File: src/rtl/lfsr_pkg.sv
// Shared constants for the LFSR generator: mode encodings, reference tap masks
// for common widths, and the XOR-reduce helper used by the Fibonacci feedback.
package lfsr_pkg;

    localparam logic MODE_FIB = 1'b0;
    localparam logic MODE_GAL = 1'b1;

    // Each width's Fibonacci and Galois masks describe the same primitive polynomial,
    // except width 8, which keeps the two historical board defaults.
    localparam logic [3:0]  FTAPS_4  = 4'hC;
    localparam logic [3:0]  GTAPS_4  = 4'h9;
    localparam logic [7:0]  FTAPS_8  = 8'hB8;
    localparam logic [7:0]  GTAPS_8  = 8'h1D;
    localparam logic [15:0] FTAPS_16 = 16'hB400;
    localparam logic [15:0] GTAPS_16 = 16'h6801;
    localparam logic [21:0] FTAPS_22 = 22'h300000;
    localparam logic [21:0] GTAPS_22 = 22'h200001;
    localparam logic [31:0] FTAPS_32 = 32'h80200003;
    localparam logic [31:0] GTAPS_32 = 32'h00400007;

    function automatic logic xor_reduce(input logic [31:0] v);
        return ^v;
    endfunction

endpackage

File: src/rtl/lfsr_prescaler.sv
// Free-running enable-gated prescaler; its carry (all-ones while enabled) is the
// step strobe for the LFSR. CLR restarts the count from zero.
module lfsr_prescaler #(
    parameter int DIV_WIDTH = 22
) (
    input  logic CLK,
    input  logic RESET,
    input  logic EN,
    input  logic CLR,
    output logic TICK
);

    logic [DIV_WIDTH-1:0] cnt;

    always_ff @(posedge CLK or posedge RESET) begin
        if (RESET) begin
            cnt <= '0;
        end else if (CLR) begin
            cnt <= '0;
        end else if (EN) begin
            cnt <= cnt + DIV_WIDTH'(1);
        end
    end

    assign TICK = EN && (cnt == '1);

endmodule

File: src/rtl/lfsr_gen.sv
// Parametrised Fibonacci/Galois LFSR with seed load, zero-lockup recovery and a
// prescaled step strobe. Optional period measurement under LFSR_PERIOD_CHK_EN.
module lfsr_gen
    import lfsr_pkg::*;
#(
    parameter int               WIDTH     = 8,
    parameter logic [WIDTH-1:0] FTAPS     = 8'hB8,
    parameter logic [WIDTH-1:0] GTAPS     = 8'h1D,
    parameter logic [WIDTH-1:0] SEED      = 8'h01,
    parameter int               DIV_WIDTH = 22
) (
    input  logic             CLK,
    input  logic             RESET,
    input  logic             EN,
    input  logic             MODE,
    input  logic             LOAD,
    input  logic [WIDTH-1:0] SEED_IN,
    output logic [WIDTH-1:0] Q,
    output logic             STEP,
    output logic             LOCKUP,
    output logic [WIDTH-1:0] PERIOD,
    output logic             PERIOD_VALID
);

    logic             tick;
    logic [WIDTH-1:0] shift_val;
    logic [WIDTH-1:0] next_q;
    logic [WIDTH-1:0] load_val;
    logic             zero_state;

    lfsr_prescaler #(.DIV_WIDTH(DIV_WIDTH)) u_prescaler (
        .CLK   (CLK),
        .RESET (RESET),
        .EN    (EN),
        .CLR   (LOAD),
        .TICK  (tick)
    );

    always_comb begin
        shift_val = '0;
        if (MODE == MODE_GAL) begin
            shift_val = {Q[WIDTH-2:0], 1'b0} ^ (Q[WIDTH-1] ? GTAPS : '0);
        end else begin
            shift_val = {Q[WIDTH-2:0], xor_reduce(32'(Q & FTAPS))};
        end
    end

    // A zero state can never advance, so it is replaced by SEED on the tick.
    assign zero_state = (Q == '0);
    assign next_q     = zero_state ? SEED : shift_val;
    assign load_val   = (SEED_IN == '0) ? SEED : SEED_IN;

    always_ff @(posedge CLK or posedge RESET) begin
        if (RESET) begin
            Q      <= SEED;
            STEP   <= 1'b0;
            LOCKUP <= 1'b0;
        end else begin
            STEP   <= 1'b0;
            LOCKUP <= 1'b0;
            if (LOAD) begin
                Q      <= load_val;
                LOCKUP <= (SEED_IN == '0);
            end else if (tick) begin
                Q      <= next_q;
                STEP   <= !zero_state;
                LOCKUP <= zero_state;
            end
        end
    end

`ifdef LFSR_PERIOD_CHK_EN
    logic [WIDTH-1:0] start_val;
    logic [WIDTH-1:0] step_cnt;

    always_ff @(posedge CLK or posedge RESET) begin
        if (RESET) begin
            start_val    <= SEED;
            step_cnt     <= '0;
            PERIOD       <= '0;
            PERIOD_VALID <= 1'b0;
        end else if (LOAD) begin
            start_val    <= load_val;
            step_cnt     <= '0;
            PERIOD_VALID <= 1'b0;
        end else if (tick) begin
            if (next_q == start_val) begin
                PERIOD       <= step_cnt + WIDTH'(1);
                PERIOD_VALID <= 1'b1;
                step_cnt     <= '0;
            end else begin
                step_cnt <= step_cnt + WIDTH'(1);
            end
        end
    end
`else
    assign PERIOD       = '0;
    assign PERIOD_VALID = 1'b0;
`endif

endmodule

File: config.mk
export PLATFORM = sky130hd
export DESIGN_NAME = lfsr_gen
export DESIGN_NICKNAME = d
export VERILOG_FILES = /design/src/rtl/lfsr_pkg.sv /design/src/rtl/lfsr_prescaler.sv /design/src/rtl/lfsr_gen.sv
export SDC_FILE = /design/constraint.sdc
export NUM_CORES = 1
export LEC_CHECK = 0
export ABC_AREA = 1
export CORE_MARGIN = 1
export CORE_UTILIZATION = 30
export DETAILED_ROUTE_END_ITERATION = 8
export PLACE_DENSITY_LB_ADDON = 0.08
export SLEW_MARGIN = 20
export SYNTH_ARGS = -nofsm -noshare
export SYNTH_HDL_FRONTEND = slang
export SYNTH_SLANG_ARGS = --single-unit
File: constraint.sdc
create_clock -name CLK -period 1.3 [get_ports CLK]
set_input_delay 0.13 -clock CLK [delete_from_list [all_inputs] [get_ports CLK]]
set_output_delay 0.13 -clock CLK [all_outputs]
set_load 0.05 [all_outputs]
## After elaboration in Yosys (flattened, before gate mapping)

Cells that the tools add are included.

| operators by class | value |
|---|---|
| add/subtract/negate cells | 1 |
| equality and inequality tests | 1 |
| muxes and demuxes | 12 |
| reduce and logical (&&, ||, !) cells | 7 |
| bitwise gates (word level) | 1 |

Operator list:

| operator | number |
|---|---|
| 22-bit two-way mux | 2 |
| 8-bit two-way mux | 5 |
| 32-bit parity | 1 |
| 22-bit by 1-bit adder with 22-bit output (second input constant) | 1 |
| 22-bit equality test (second input constant) | 1 |
| 8-bit zero test | 2 |
| 8-bit by 5-bit XOR with 8-bit output | 1 |
| 5-bit two-way mux | 1 |
| 1-bit two-way mux | 4 |
| 2-bit nonzero test | 2 |
| 1-bit logical AND | 1 |
| 1-bit zero test | 1 |

| word-level totals | value |
|---|---|
| bits in registers | 32 |
| output and inout port bits | 19 |
| logic and storage cells | 26 |

## Depth between registers and ports, before layout

| logic depth | value |
|---|---|
| depth in word-level cells | 6 |
| mapped depth | 10 |
| depth with buffers taken out | 9 |

## Hierarchy

From an unflattened synthesis, not the netlist that was laid out.

| second synthesis, totals | value |
|---|---|
| cells, all modules | 282 |
| area total of the unflattened synthesis | 2049.5 um^2 |

Modules (own cells, without submodules):

| module | cells each | area an instance (um^2) | times used |
|---|---|---|---|
| lfsr_prescaler | 194 | 1395.1 | 1 |
| lfsr_gen | 88 | 654.4 | 1 |

## Worst setup path before layout

No wires, ideal clock.

| timing path | value |
|---|---|
| path kind | reg2reg |
| start point | register Q[4] |
| end point | register Q[5] |
| setup slack | -0.248 ns |
| arrival time | 1.425 ns |
| library setup time | 0.123 ns |
| period minus slack after synthesis | 1.548 ns |
| stages on the path, launching flop included | 8 |
| cells stage by stage | dfrtp_1 -> inv_1 -> ha_1 -> nand3_1 -> o21ai_0 -> o21ai_0 -> nand2_1 -> o21ai_1 |

| between the ends | value |
|---|---|
| word-level cells in the longest chain between the ends | 5 |
| elaborated cells on any way between the ends | 6 |
| classes of those cells | mux: 4; bitwise: 1; reduce/logical: 1 |

RTL lines:

| what | RTL line | text |
|---|---|---|
| start: declaration | lfsr_gen.sv:18 | `output logic [WIDTH-1:0] Q,` |
| start signal: assignment | lfsr_gen.sv:62 | `Q <= load_val;` |
| start signal: assignment | lfsr_gen.sv:65 | `Q <= next_q;` |
| 8-bit by 5-bit XOR with 8-bit output | lfsr_gen.sv:42 | `shift_val = {Q[WIDTH-2:0], 1'b0} ^ (Q[WIDTH-1] ? GTAPS : '0);` |
| 8-bit two-way mux | lfsr_gen.sv:41 | `if (MODE == MODE_GAL) begin` |
| 8-bit two-way mux * | lfsr_gen.sv:50 | `assign next_q = zero_state ? SEED : shift_val;` |
| 8-bit two-way mux * | lfsr_gen.sv:64 | `end else if (tick) begin` |
| 8-bit two-way mux * | lfsr_gen.sv:61 | `if (LOAD) begin` |

Every way passes the cells marked *; elsewhere a longest branch is shown, timed or not. The select of a mux whose other input is x is not followed.
A chain may end at the register's enable or synchronous reset.

## Worst setup path in the final report

| timing path | value |
|---|---|
| start point | register u_prescaler.cnt[0] |
| end point | register u_prescaler.cnt[21] |

| between the ends | value |
|---|---|
| word-level cells in the longest chain between the ends | 3 |

RTL lines:

| what | RTL line | text |
|---|---|---|
| start: declaration | lfsr_prescaler.sv:13 | `logic [DIV_WIDTH-1:0] cnt;` |
| start signal: assignment | lfsr_prescaler.sv:21 | `cnt <= cnt + DIV_WIDTH'(1);` |
| 22-bit by 1-bit adder with 22-bit output | lfsr_prescaler.sv:21 |  |
| 22-bit two-way mux | lfsr_prescaler.sv:20 | `end else if (EN) begin` |
| 22-bit two-way mux | lfsr_prescaler.sv:18 | `end else if (CLR) begin` |

Every way passes these cells. The select of a mux whose other input is x is not followed.

==> impl_metrics.csv <==
group,metric,value,unit
clock_tree,clockBufferDepth,2,
die,die-area,0.00706,mm2
sta,setup_ws,-0.128,ns
die,die_y,84.0,um
sta,fin_hold_ws,0.181,ns
global_routing,grt_busiest_layer,"met2",
routing,avgViaCountPerCell,4.51,
hold_path,hp-class,"in -> async",
sta,finalHoldViolations,0,
synth,syn_inst,281,
synth,yosys_warnings,0,
global_routing,grt_max_degree,33,
layout,utilization,0.491,
sta,min_period,1.43,ns
synth,synth_area_leaders,"dfrtp_1 38%, nand2_1 13%, nor2_1 7.8%, inv_1 5.4%, nand3_1 4.2%",
global_routing,grt_antenna_before_repair,0,
routing,wirelength,5170,um
sta,drv_slew,0,
routing,vias,1986,
routing,drtPass1Iterations,6,
power_and_ir_drop,irDropWorstVdd,0.000512,V
placed_design,io_buffer_count,22,
placed_design,gp_congestion,0.794,
run_status,outcome,"complete, but fails checks",
die,boundaryPins,32,
synth,yosys.area.top_type,"dfrtp_1",
sta,post-route-period-util,1.10,
placed_design,post-dp-hpwl,3790,um
die,die_w,84.0,um
clock_tree,clk_pin_slew,0.07,ns
clock_tree,htreeDepth,2,
routing,drt_iter0_drc,68,
synth,seq_area_frac_synth,0.397,
global_routing,track_usage,0.161,
clock_tree,cts_buffers,5,
routing,ant_nets,0,
setup_path,critPathMaxStageDelay,0.40,ns
global_routing,use_met1,0.199,
sta,fin_tns_setup,-1.66,ns
synth,synth_top_area_share,0.384,
sta,setup_violations,24,
routing,drc,2,
die,start_util,0.314,
setup_path,path_cells,"buf_4 > buf_6 > nand2_2 > nor2_4 > nand2_2 > nor2_4 > nand3_2 > nand2_1 > nand2_1 > nor2_1",
clock_tree,cts_sinks,32,
global_routing,grtUsageMet3,0.0336,
placed_design,dp_slack,-0.282,ns
synth,netlist_area,0.00202,mm2
setup_path,end_kind,"flop",
power_and_ir_drop,power_density,872,mW/mm2
setup_path,worstSetupStartpointType,"flop",
sta,fin_skew,0.00420,ns
clock_tree,insertion_delay,0.28,ns
layout,fillers,643,
synth,ys_ff_latch,32,
global_routing,grt_pass1_wl,8910,um
placed_design,dpl-instance-area,0.00279,mm2
setup_path,crit_fanout,4,
layout,final_nets,377,
setup_path,cp_slowest_cell,"dfrtp_1",
global_routing,first_global_vias,1928,
layout,drive_gt1_frac,0.386,
setup_path,cp.arrival,1.65,ns
synth,syn_avg_cell_area,7.18,um2
layout,fin_area,0.00315,mm2
run_status,violations,"DRC, setup timing",
setup_path,required,1.52,ns
global_routing,grtUsageMet2,0.280,
routing,routedWlPerCell,11.8,um
die,core_area,0.00642,mm2
global_routing,grt-ovfl-total,0,
sta,grt_setup_unrepaired,"yes",
clock_tree,root_buffer,"clkbuf_8",
die,rows,29,
clock_tree,cts_tree,"built",
layout,insertedDiodeCount,0,
clock_tree,hold_buffers,0,
layout,syn2layout_area_growth,56.1,%
flow_run,cap_violations,0,
sta,max_freq,700,MHz
synth,yosysUniqueCellTypes,38,
setup_path,crit_type,"reg -> reg",
power_and_ir_drop,leakage,0.00145,uW
[state kept, by name (all words and copies together), names as in the netlist]
name             flops
u_prescaler.cnt     22
Q                    8
STEP                 1
LOCKUP               1
[synthesized netlist by cell type]
cell       n
a211oi_1   1
a21oi_1   12
a31oi_1    1
and2_1     1
and3_1     1
buf_1      1
buf_2      2
buf_4     11
buf_6      1
clkbuf_1   1
conb_1     1
dfrtp_1   31
dfstp_2    1
ha_1       2
inv_1     29
inv_2      3
nand2_1   71
nand2_2    4
nand2_4    1
nand3_1   17
nand3_2    1
nand3_4    1
nand3b_1   2
nand4_1    6
nor2_1    42
nor2_2     6
nor2_4     3
nor3_1     4
nor3_2     1
nor3b_1    1
nor4_1     1
o211ai_1   1
o21a_1     1
o21ai_0   10
o21ai_1    4
o21ai_2    2
xnor2_1    1
xor2_1     2
[per-layer routing]
layer | share of wire | vias to the layer above
met1 | 0.46 | 917
li1 | - | 1037
met2 | 0.49 | 27
met5 | 0 | -
met3 | 0.034 | 5
met4 | 0.0099 | 0
[per-stage QoR]
stage / instances / total power [uW]
after global placement: 426 / 1850
after CTS: 439 / 2750
after detailed placement: 426 / 1850
final: 440 / 2750
after floorplan: 289 / 1500
after global routing: 440 / 2900
[final cells by class]
| class | instances | area, um2 | area share |
|---|---|---|---|
| clock buffers | 8 | 100 | 0.0318 |
| inverters | 32 | 125 | 0.0397 |
| multi-input cells | 210 | 1230 | 0.389 |
| flip-flops and latches | 32 | 805 | 0.255 |
| well taps | 77 | 96.3 | 0.0306 |
| repair buffers | 81 | 798 | 0.253 |
[path summary, 6_finish.rpt]
path	from	endpoint	slack [ns]	depth (start not counted)
worst min register to register	u_prescaler.cnt[7]$_DFFE_PP0P_	u_prescaler.cnt[7]$_DFFE_PP0P_	0.52	2
worst max register to register	u_prescaler.cnt[0]$_DFFE_PP0P_	u_prescaler.cnt[21]$_DFFE_PP0P_	-0.13	10
worst min-delay path	RESET	Q[3]$_DFFE_PP0P_	0.18	3
max in group asynchronous	RESET	Q[0]$_DFFE_PP1P_	0.88	3
worst max-delay path	u_prescaler.cnt[0]$_DFFE_PP0P_	u_prescaler.cnt[21]$_DFFE_PP0P_	-0.13	10
min in group CLK	u_prescaler.cnt[7]$_DFFE_PP0P_	u_prescaler.cnt[7]$_DFFE_PP0P_	0.52	2
[power by group]
part	leakage [uW]	internal, uW	total, uW	switching, uW
clock network	0.0000515	484	866	382
logic	0.000966	360	812	451
registers	0.000428	1040	1070	28.0
total	0.00145	1890	2750	861
[timing repair]
item | 4_1_cts | 5_1_grt
pin swaps | 20 | 18
endpoints found under the hold margin | 0 | 0
endpoints found under the setup margin | 24 | 29
setup buffers | 4 | 1
gates resized for setup | 28 | 28
gates cloned | 1 | 0
[layout by cell type (no fill, tap or decap), drive strengths merged]
master and instances:
dfstp 1, and2 1, a211oi 1, nand2 77, inv 32, xnor2 1
nand3b 2, nand4 6, o21a 1, a21oi 12, nor3b 1, nand3 19
o21ai 16, nor3 5, ha 2, buf 69, clkdlybuf4s50 12, xor2 2
and3 1, nor2 51, conb 9, clkbuf 8, nor4 1, dfrtp 31
a31oi 1, o211ai 1
[worst max-delay path: cells and delay by family (launching register included)]
kind,cells,cell delay [ns]
simple gates,8,0.74
buf+inv,2,0.22
flops,1,0.40
[cell families after synthesis]
family,after synthesis,share of synthesized area
xor gates and xnor gates,3,0.0130
buffers and inverters,48,0.115
other,1,0.00186
adders and majority gates,2,0.0124
and+or+nand+nor,163,0.373
AOI/OAI and AO/OA,32,0.0874
DFF,32,0.397
Power figures use the tool's default switching activity.
==> edit (config.mk and constraints unchanged) <==
`DIV_WIDTH` is set to 22 in 2 places; all go to 26.
--- a/src/rtl/lfsr_prescaler.sv
+++ b/src/rtl/lfsr_prescaler.sv
@@ -1,7 +1,7 @@
 // Free-running enable-gated prescaler; its carry (all-ones while enabled) is the
 // step strobe for the LFSR. CLR restarts the count from zero.
 module lfsr_prescaler #(
-    parameter int DIV_WIDTH = 22
+    parameter int DIV_WIDTH = 26
 ) (
     input  logic CLK,
     input  logic RESET,
--- a/src/rtl/lfsr_gen.sv
+++ b/src/rtl/lfsr_gen.sv
@@ -7,7 +7,7 @@
     parameter logic [WIDTH-1:0] FTAPS     = 8'hB8,
     parameter logic [WIDTH-1:0] GTAPS     = 8'h1D,
     parameter logic [WIDTH-1:0] SEED      = 8'h01,
-    parameter int               DIV_WIDTH = 22
+    parameter int               DIV_WIDTH = 26
 ) (
     input  logic             CLK,
     input  logic             RESET,
Formal check against the unedited RTL: no difference found for any inputs over 10 cycles, from zero or initial values and one cycle with RESET high; that may be too few to reach the edited logic, so the function may still have changed.
==> edit against the unedited design <==
- the run ends with negative setup slack left
- sequential power is 11% higher
- sequential share of layout area is 0.16 points higher
- synthesized area increased by 13%
- clock skew increased by 0.0066 ns
- via count increased by 13%
- sequential cell count is 4 higher
- non-clock buffer count up 11
- wire length grew 15%
- hold slack got worse by 0.0044 ns
- cell area rose by 12%
- total power grew 1.9%
- worst setup slack lost 0.023 ns
- fmax decreased by 1.6%
==> edit: results (changes against the unedited design) <==
[drt]
wl_per_cell_um=11.70  ; -0.52%
drtIter0Drc=69  ; +1.5%
drt_pass1_iterations=4  ; -2

[place]
post-dp-hpwl_mm=4.216  ; +11%
placed_cell_area_um2=3146  ; +13%
dpl.cell_count=488  ; +15%

[power]
p_leak_nw=1.694  ; +17%

[sta]
fin_tns_setup_ns=-2.782  ; -1.118 ns
fin_ws_ns=-0.1506  ; -0.02268 ns
setup_violations=28  ; +17%
fmax_mhz=689.4  ; -1.6%
finClkSkew_ns=0.01076  ; +0.006551 ns

[clocking]
cts_setup_buffers=5  ; +1
cts_resized=20  ; -29%

[yosys]
synth_top_cells_by_area=dfrtp_1 (38%), nand2_1 (12%), nor2_1 (6.9%), inv_1 (6.6%), nand3_1 (6.6%)
ys_top_cells_by_count=nand2_1 (75), nor2_1 (42), inv_1 (40)
synth.avg_cell_area_um2=7.237  ; +0.76%
synth_seq_area_share_pct=39.57  ; -0.17 points
synthXorXnorAreaFrac_pct=1.153  ; -0.15 points
synth-adder-area-share_pct=1.098  ; -0.14 points
synth-compound-area-share_pct=8.342  ; -0.40 points

[grt]
grt_max_degree=37  ; +12%
grtUsageMet3_pct=3.601  ; +0.24 points
use_met2_pct=27.34  ; -0.68 points
use_met1_pct=21.51  ; +1.6 points
grt_pass1_wl_mm=9.839  ; +10%

[finish]
fin_nets=424  ; +12%
drive_above_1_share_pct=38.29  ; -0.27 points
nFillCells=772  ; +20%

[run_status]
violations=negative setup slack
outcome=finished with violations

[critical_path]
crit_fanout=7  ; +3
critPathArrivalTime_ns=1.67  ; +0.02 ns
reg2reg_depth=9  ; -1
worstReg2RegStart=u_prescaler.cnt[1]

## edit: cell count changes after synthesis, sizes merged, moves of 2 or more
| cell | before | now |
|---|---|---|
| a21oi | 12 | 14 |
| dfrtp | 31 | 35 |
| nand2 | 76 | 85 |
| inv | 32 | 41 |
| nand3 | 19 | 31 |
## edit: kinds of logic after synthesis
logic type	count (synthesis)
flops	36
other cells	1
fa+ha+maj	2
simple gates	182
compound gates	34
buf+inv	57
xor+xnor	3
## edit: power by group
group          internal, mW  leakage (nW)  switching, mW
logic                 0.328          1.17          0.411
registers              1.16         0.481         0.0273
clock network         0.432        0.0445          0.441
## edit: cell type report
type / instances / area (µm²) / area share, %
repair buffers: 92 / 885.9 / 25.06
flip-flops and latches: 36 / 908.4 / 25.70
well taps: 99 / 123.9 / 3.504
multi-input cells: 232 / 1361 / 38.51
clock buffers: 7 / 86.33 / 2.442
inverters: 42 / 161.4 / 4.566
clock inverters: 1 / 7.507 / 0.2124
## edit: how the worst min path moves through the flow
stage | end | depth (start not counted) | start
2_1_floorplan | Q[4] | 2 | SEED_IN[4]
3_3_place_gp | u_prescaler.cnt[1] | 2 | u_prescaler.cnt[1]
3_5_place_dp | u_prescaler.cnt[1] | 2 | u_prescaler.cnt[1]
4_1_cts | u_prescaler.cnt[9] | 3 | RESET
5_1_grt | u_prescaler.cnt[2] | 3 | RESET
6_report | u_prescaler.cnt[0] | 3 | RESET
## edit: critical path: stages, from the launching register on
cell,delay [ns]
dfrtp_1,0.43
ha_4,0.17
nand2_4,0.05
nor2_4,0.10
nand3_4,0.12
nor2_4,0.14
nand2_4,0.13
nand2_4,0.14
nand2_2,0.06
o21ai_2,0.04
## edit: per-layer routing
layer,vias up,wire length (µm)
met5,-,0
met4,0,55
met3,6,177
met2,28,2796
met1,1038,2923
li1,1177,-
